File: config.mk
export PLATFORM = sky130hd
export DESIGN_NAME = uart_rx_fifo
export DESIGN_NICKNAME = d
export VERILOG_FILES = /design/src/rtl/uart_rx_fifo.sv
export SDC_FILE = /design/constraint.sdc
export NUM_CORES = 1
export LEC_CHECK = 0
export BUFFER_PORTS_ARGS = -buffer_cell sky130_fd_sc_hd__buf_2
export CORE_ASPECT_RATIO = 0.6
export CORE_MARGIN = 5
export CORE_UTILIZATION = 54
export DETAILED_ROUTE_END_ITERATION = 10
export PLACE_DENSITY = 0.8
export SYNTH_ARGS = -nofsm -noshare
export SYNTH_HDL_FRONTEND = slang
export SYNTH_SLANG_ARGS = --single-unit
File: constraint.sdc
create_clock -name clk -period 2.3 [get_ports clk]
set_input_delay 0.23 -clock clk [delete_from_list [all_inputs] [get_ports clk]]
set_output_delay 0.23 -clock clk [all_outputs]
set_load 0.03 [all_outputs]
File: src/rtl/uart_rx_fifo.sv
// Receive FIFO behind a UART receiver: edge-detects the receiver's done level, buffers bytes.
// Define UART_RX_FIFO_PERR_EN to store a parity-error tag with every entry.
module uart_rx_fifo #(
    parameter int DEPTH  = 16,
    parameter int ADDR_W = 4
) (
    input  logic            clk,
    input  logic            nrst,
    input  logic            rddone,
    input  logic            perr,
    input  logic [7:0]      data_in,
    input  logic            rd_en,
    input  logic            clr_ovr,
    output logic [7:0]      rd_data,
    output logic            rd_perr,
    output logic            empty,
    output logic            full,
    output logic [ADDR_W:0] count,
    output logic            overrun
);

`ifdef UART_RX_FIFO_PERR_EN
    localparam int ENTRY_W = 9;
`else
    localparam int ENTRY_W = 8;
`endif

    localparam logic [ADDR_W:0] FULL_COUNT = (ADDR_W+1)'(DEPTH);

    logic [ENTRY_W-1:0] mem [DEPTH];
    logic [ENTRY_W-1:0] wr_entry;
    logic [ENTRY_W-1:0] head;
    logic [ADDR_W-1:0]  wr_ptr;
    logic [ADDR_W-1:0]  rd_ptr;
    logic               rddone_q;
    logic               push_ev;
    logic               pop_ev;
    logic               do_push;
    logic               drop;

    // rddone stays high through the stop bit(s), so only its rising edge counts as a frame.
    assign push_ev = rddone & ~rddone_q;
    assign pop_ev  = rd_en & ~empty;
    // When full, a coincident pop frees the slot the push lands in.
    assign do_push = push_ev & (~full | pop_ev);
    assign drop    = push_ev & full & ~pop_ev;

    assign empty = (count == '0);
    assign full  = (count == FULL_COUNT);

`ifdef UART_RX_FIFO_PERR_EN
    assign wr_entry = {perr, data_in};
    assign rd_perr  = head[8];
`else
    logic unused_perr;
    assign unused_perr = perr;
    assign wr_entry    = data_in;
    assign rd_perr     = 1'b0;
`endif

    assign head    = mem[rd_ptr];
    assign rd_data = head[7:0];

    always_ff @(posedge clk) begin
        if (!nrst) begin
            rddone_q <= 1'b0;
        end else begin
            rddone_q <= rddone;
        end
    end

    // Storage is not reset; stale contents are unreachable once the pointers clear.
    always_ff @(posedge clk) begin
        if (nrst && do_push) begin
            mem[wr_ptr] <= wr_entry;
        end
    end

    always_ff @(posedge clk) begin
        if (!nrst) begin
            wr_ptr <= '0;
            rd_ptr <= '0;
            count  <= '0;
        end else begin
            if (do_push) begin
                wr_ptr <= wr_ptr + 1'b1;
            end
            if (pop_ev) begin
                rd_ptr <= rd_ptr + 1'b1;
            end
            case ({do_push, pop_ev})
                2'b10:   count <= count + 1'b1;
                2'b01:   count <= count - 1'b1;
                default: count <= count;
            endcase
        end
    end

    // A new drop wins over a clear arriving in the same cycle.
    always_ff @(posedge clk) begin
        if (!nrst) begin
            overrun <= 1'b0;
        end else if (drop) begin
            overrun <= 1'b1;
        end else if (clr_ovr) begin
            overrun <= 1'b0;
        end
    end

endmodule

==> Word level (Yosys, flattened, before mapping) <==
Memories as Yosys holds them, arrays and structs flattened. A register that Yosys moved wholly into a read port is not among the register bits.
Cells that the tools add are included.
{ "classes": {"addsub": 4, "bitwise": 10, "muxes": 7, "reduce_logical": 4, "eq_ne": 3} }
{ "ops": {"columns": ["cell", "n"], "rows": [
  ["$pmux 5 s2", 1],
  ["$add 4x1->4 const B", 2],
  ["$mux 4", 2],
  ["$add 5x1->5 const B", 1],
  ["$and 1x1->1", 5],
  ["$eq 5x5->1 const B", 1],
  ["$logic_not 5->1", 1],
  ["$sub 5x1->5 const B", 1],
  ["$mux 1", 4],
  ["$not 1->1", 4],
  ["$reduce_bool 2->1", 2],
  ["$eq 2x1->1 const B", 1],
  ["$eq 2x2->1 const B", 1],
  ["$logic_and 1x1->1", 1],
  ["$or 1x1->1", 1]
]} }
{ "word_totals": {"elab_cells": 34, "reg_bits": 15, "ram_bits": 128, "memories": 1} }
{ "memory_table": {"columns": ["memory", "words", "width", "read_ports", "rd_ports_with_merged_regs", "write_ports", "line", "text"], "rows": [
  ["mem", 16, 8, 1, 1, 1, "30", "logic [ENTRY_W-1:0] mem [DEPTH];"]
]} }

==> Longest topological paths before layout <==
{ "depth": {"word_depth": 8, "depth_mapped": 9, "depth_no_buf": 8} }

==> Worst setup path before layout <==
Ideal clock, no wire load.
{ "synth_path": {"kind": "register -> register", "start": "reg count[2]", "end": "reg count[4]", "slack_ns": -0.198, "path_stages_with_launch": 10, "path_buffers": 1, "synth_period_minus_slack_ns": 2.498, "arrival_ns": 2.375, "setup_time_ns": 0.122, "path_cell_list": "dfxtp_1 -> buf_2 -> nor4_4 -> a211oi_2 -> xor2_1 -> ha_1 -> o31a_1 -> or3_1 -> a2bb2oi_1 -> mux2i_1"} }
{ "synth_between": {"elab_chain_len": 7, "word_cells_on_any_way": 13} }
{ "synth_rtl": {"columns": ["item", "line", "text"], "rows": [
  ["start: declaration", "18", "output logic [ADDR_W:0] count,"],
  ["start signal: assignment", "92", "2'b10: count <= count + 1'b1;"],
  ["start signal: assignment", "93", "2'b01: count <= count - 1'b1;"],
  ["start signal: assignment", "94", "default: count <= count;"],
  ["$logic_not 5->1", "48", "assign empty = (count == '0);"],
  ["$not 1->1", "43", "assign pop_ev = rd_en & ~empty;"],
  ["$and 1x1->1", "43", null],
  ["$or 1x1->1", "45", "assign do_push = push_ev & (~full | pop_ev);"],
  ["$and 1x1->1", "45", null],
  ["$eq 2x1->1 or $eq 2x2->1 (tied branches)", "91", "case ({do_push, pop_ev})"],
  ["$pmux 5 s2 or $reduce_bool 2->1 (tied branches)", null, null]
]} }
Parallel ways exist; a longest one is shown, timed or not.
A chain may end at the register's enable or synchronous reset.

==> flow_metrics.tcl <==
set metrics [dict create \
    synth_warnings 0 \
    relSlewSlack_pct 33.9 \
    fin_ws_ps -202 \
    vias_per_cell 6.10 \
    root_buffer "clkbuf_16" \
    syn_area_per_cell_um2 19.4 \
    cap_violations 0 \
    dr.pass1.iters 5 \
    worstSetupStartpointType "flip-flop" \
    grt_pass1_wl_mm 20.0 \
    slew_viol_final 0 \
    grt_max_degree 33 \
    setup_viol 8 \
    layout-drive-gt1-share_pct 37.4 \
    crit_type "reg2out" \
    clock_latency_ps 420 \
    peakVddDrop_mv 0.846 \
    synth_cell_types 42 \
    fin_crit_sh_pct 109 \
    place.gp.congestion 0.824 \
    period_minus_slack_ps 2500 \
    yosysSeqAreaShare_pct 71.6 \
    clock_sinks 147 \
    nNetsFinal 390 \
    synth_area_um2 5900 \
    whs_path_depth 2 \
    die_width_um 145 \
    ys_ff_latch 147 \
    drc 0 \
    antenna_cells 0 \
    power_leakage_uw 0.00238 \
    tightestPinTransition_ps 988 \
    status "complete, but fails checks" \
    cts_max_path_buffers 2 \
    grt_overflow 0 \
    grt_pass1_vias 3192 \
    cp_max_fo 5 \
    die-area_um2 13200 \
    numPortBuffers 28 \
    num_rows 29 \
    wl_per_cell_um 25.0 \
    final_cell_mix "edfxtp_1 (128), mux4_2 (40), nor2_1 (30)" \
    violations "negative setup slack" \
    clk_pin_slew_worst_paths_ps 60 \
    antenna_left 0 \
    cts_buffers 17 \
    finalHoldViolations 0 \
    synth_cells 305 \
    clock.fmax_mhz 400 \
    wirelength_mm 13.0 \
    die_h_um 91.0 \
    rsz0062_at_grt "yes" \
    ctsHoldBuffers 0 \
    final_common_cell "edfxtp_1" \
    critical_path_arrival_ps 2270 \
    required_ps 2070 \
    endpoint_kind "primary output" \
    hold_class "in2reg" \
    io_pins 31 \
    drtIter0Drc 382 \
    areaGrowthSynthToFinish_pct 19.9 \
    worstRegToRegCells 8 \
    final_cell_count_no_fill 521 \
    p_per_area_nw_per_um2 1130 \
    synth_nets 326 \
    initial_core_util_pct 55.5 \
    place_hpwl_mm 7.94 \
    vias 3176 \
    globalRouteTotalUtil_pct 20.7 \
    core_area_um2 10600 \
    antenna_found_initial 0 \
    cts_tree "done" \
    fin_worst_skew_ps 7.50 \
    dp_cells 483 \
    fin_setup_tns_ps -1540 \
    h-tree-depth 4 \
]
==> registers in the layout (all words and copies together), names as in the netlist, named ones only <==
name / cells
count: 5
mem: 128
overrun: 1
rd_ptr: 4
rddone_q: 1
wr_ptr: 4
==> report_power, final <==
part | leakage [uW] | internal [uW] | switching (uW)
Combinational | 0.000803 | 1200 | 1170
Clock | 0.000263 | 1470 | 1030
Sequential | 0.00131 | 3010 | 142
==> critical path, cell delays in order, from the launching register on <==
cell and delay [ps]:
dfxtp_4 420, buf_12 130, buf_12 120, mux4_2 490, mux4_2 520, buf_6 160
==> kinds of logic after synthesis <==
| group | after synthesis | share of synthesized area (%) |
|---|---|---|
| AND/OR/NAND/NOR | 58 | 4.90 |
| AO/OA/AOI/OAI | 22 | 3.20 |
| multiplexers | 44 | 15.9 |
| XOR/XNOR | 7 | 1.04 |
| other | 1 | 0.0635 |
| adder cells (fa/ha/maj) | 7 | 1.48 |
| flip-flops | 147 | 71.6 |
| buffers and inverters | 19 | 1.82 |
==> final cells by class <==
class                           instances  area [um2]
Multi-Input combinational cell        139        1580
Fill cell                             656        3550
Inverter                                5        18.8
Sequential cell                       147        4240
Timing Repair Buffer                   59         536
Clock inverter                         12        93.8
Clock buffer                           20         437
Tap cell                              139         174
==> synthesized netlist by cell type <==
cell type | number | area share, %
nand2_1 | 6 | 0.38
inv_2 | 1 | 0.064
a211oi_1 | 2 | 0.25
nor2_1 | 30 | 1.9
conb_1 | 1 | 0.064
edfxtp_1 | 128 | 65
o21ai_2 | 1 | 0.15
a31oi_1 | 2 | 0.21
clkbuf_1 | 2 | 0.13
buf_1 | 5 | 0.32
nor4_4 | 1 | 0.36
or2_2 | 1 | 0.11
o21a_1 | 2 | 0.25
or3_1 | 3 | 0.32
o211ai_1 | 1 | 0.13
nand3b_1 | 2 | 0.25
nor2b_1 | 2 | 0.21
buf_6 | 4 | 0.76
or3b_1 | 1 | 0.15
buf_4 | 1 | 0.13
nand3_1 | 4 | 0.34
nand2b_1 | 3 | 0.32
o31a_1 | 1 | 0.15
inv_1 | 4 | 0.25
o311a_1 | 1 | 0.17
a22oi_1 | 2 | 0.25
mux2i_1 | 4 | 0.68
a2bb2oi_1 | 1 | 0.15
o21ai_0 | 1 | 0.085
o41a_1 | 1 | 0.19
and2_1 | 1 | 0.11
a211oi_2 | 2 | 0.42
xor2_1 | 4 | 0.59
mux4_2 | 40 | 15
ha_1 | 7 | 1.5
buf_2 | 2 | 0.17
xnor2_1 | 3 | 0.45
dfxtp_1 | 19 | 6.4
o311ai_4 | 1 | 0.45
nor3_1 | 3 | 0.25
or4_4 | 1 | 0.19
a21oi_1 | 4 | 0.34
==> timing repair <==
item                       in CTS  in global routing
resized for setup              21                  1
buffers inserted                3                  1
gates cloned                    2                  1
setup endpoints to repair       8                  8
==> worst paths after layout <==
check	from	to	slack, ps
worst max-delay path	flip-flop	rd_data[4]	-200
worst min-delay path	rddone	rddone_q	60
worst max register to register	count[3]	count[4]	100
worst min register to register	overrun	overrun	480
==> stage by stage <==
step	total power, uW	setup WS, ps	instance area, um2	hold slack [ps]	util, %
after floorplan	4680	-9.45	5930	329	-
after global placement	5120	106	6360	459	59.8
after detailed placement	5180	87.5	6360	483	59.8
after CTS	8000	-217	7050	48.0	66.4
after global routing	8370	-259	7080	45.3	66.6
final	8030	-202	7080	59.6	66.6
==> layer usage <==
metal | up-vias | share of wire [%] | GRT usage, % | routed length, um
li1 | 1360 | - | - | -
met4 | 0 | 1.3 | 5.96 | 170
met1 | 1631 | 41 | 29.8 | 5350
met3 | 17 | 8.9 | 6.07 | 1160
met5 | - | 0 | 0 | 0
met2 | 168 | 49 | 31.3 | 6330
(Power assumes the default switching activity.)
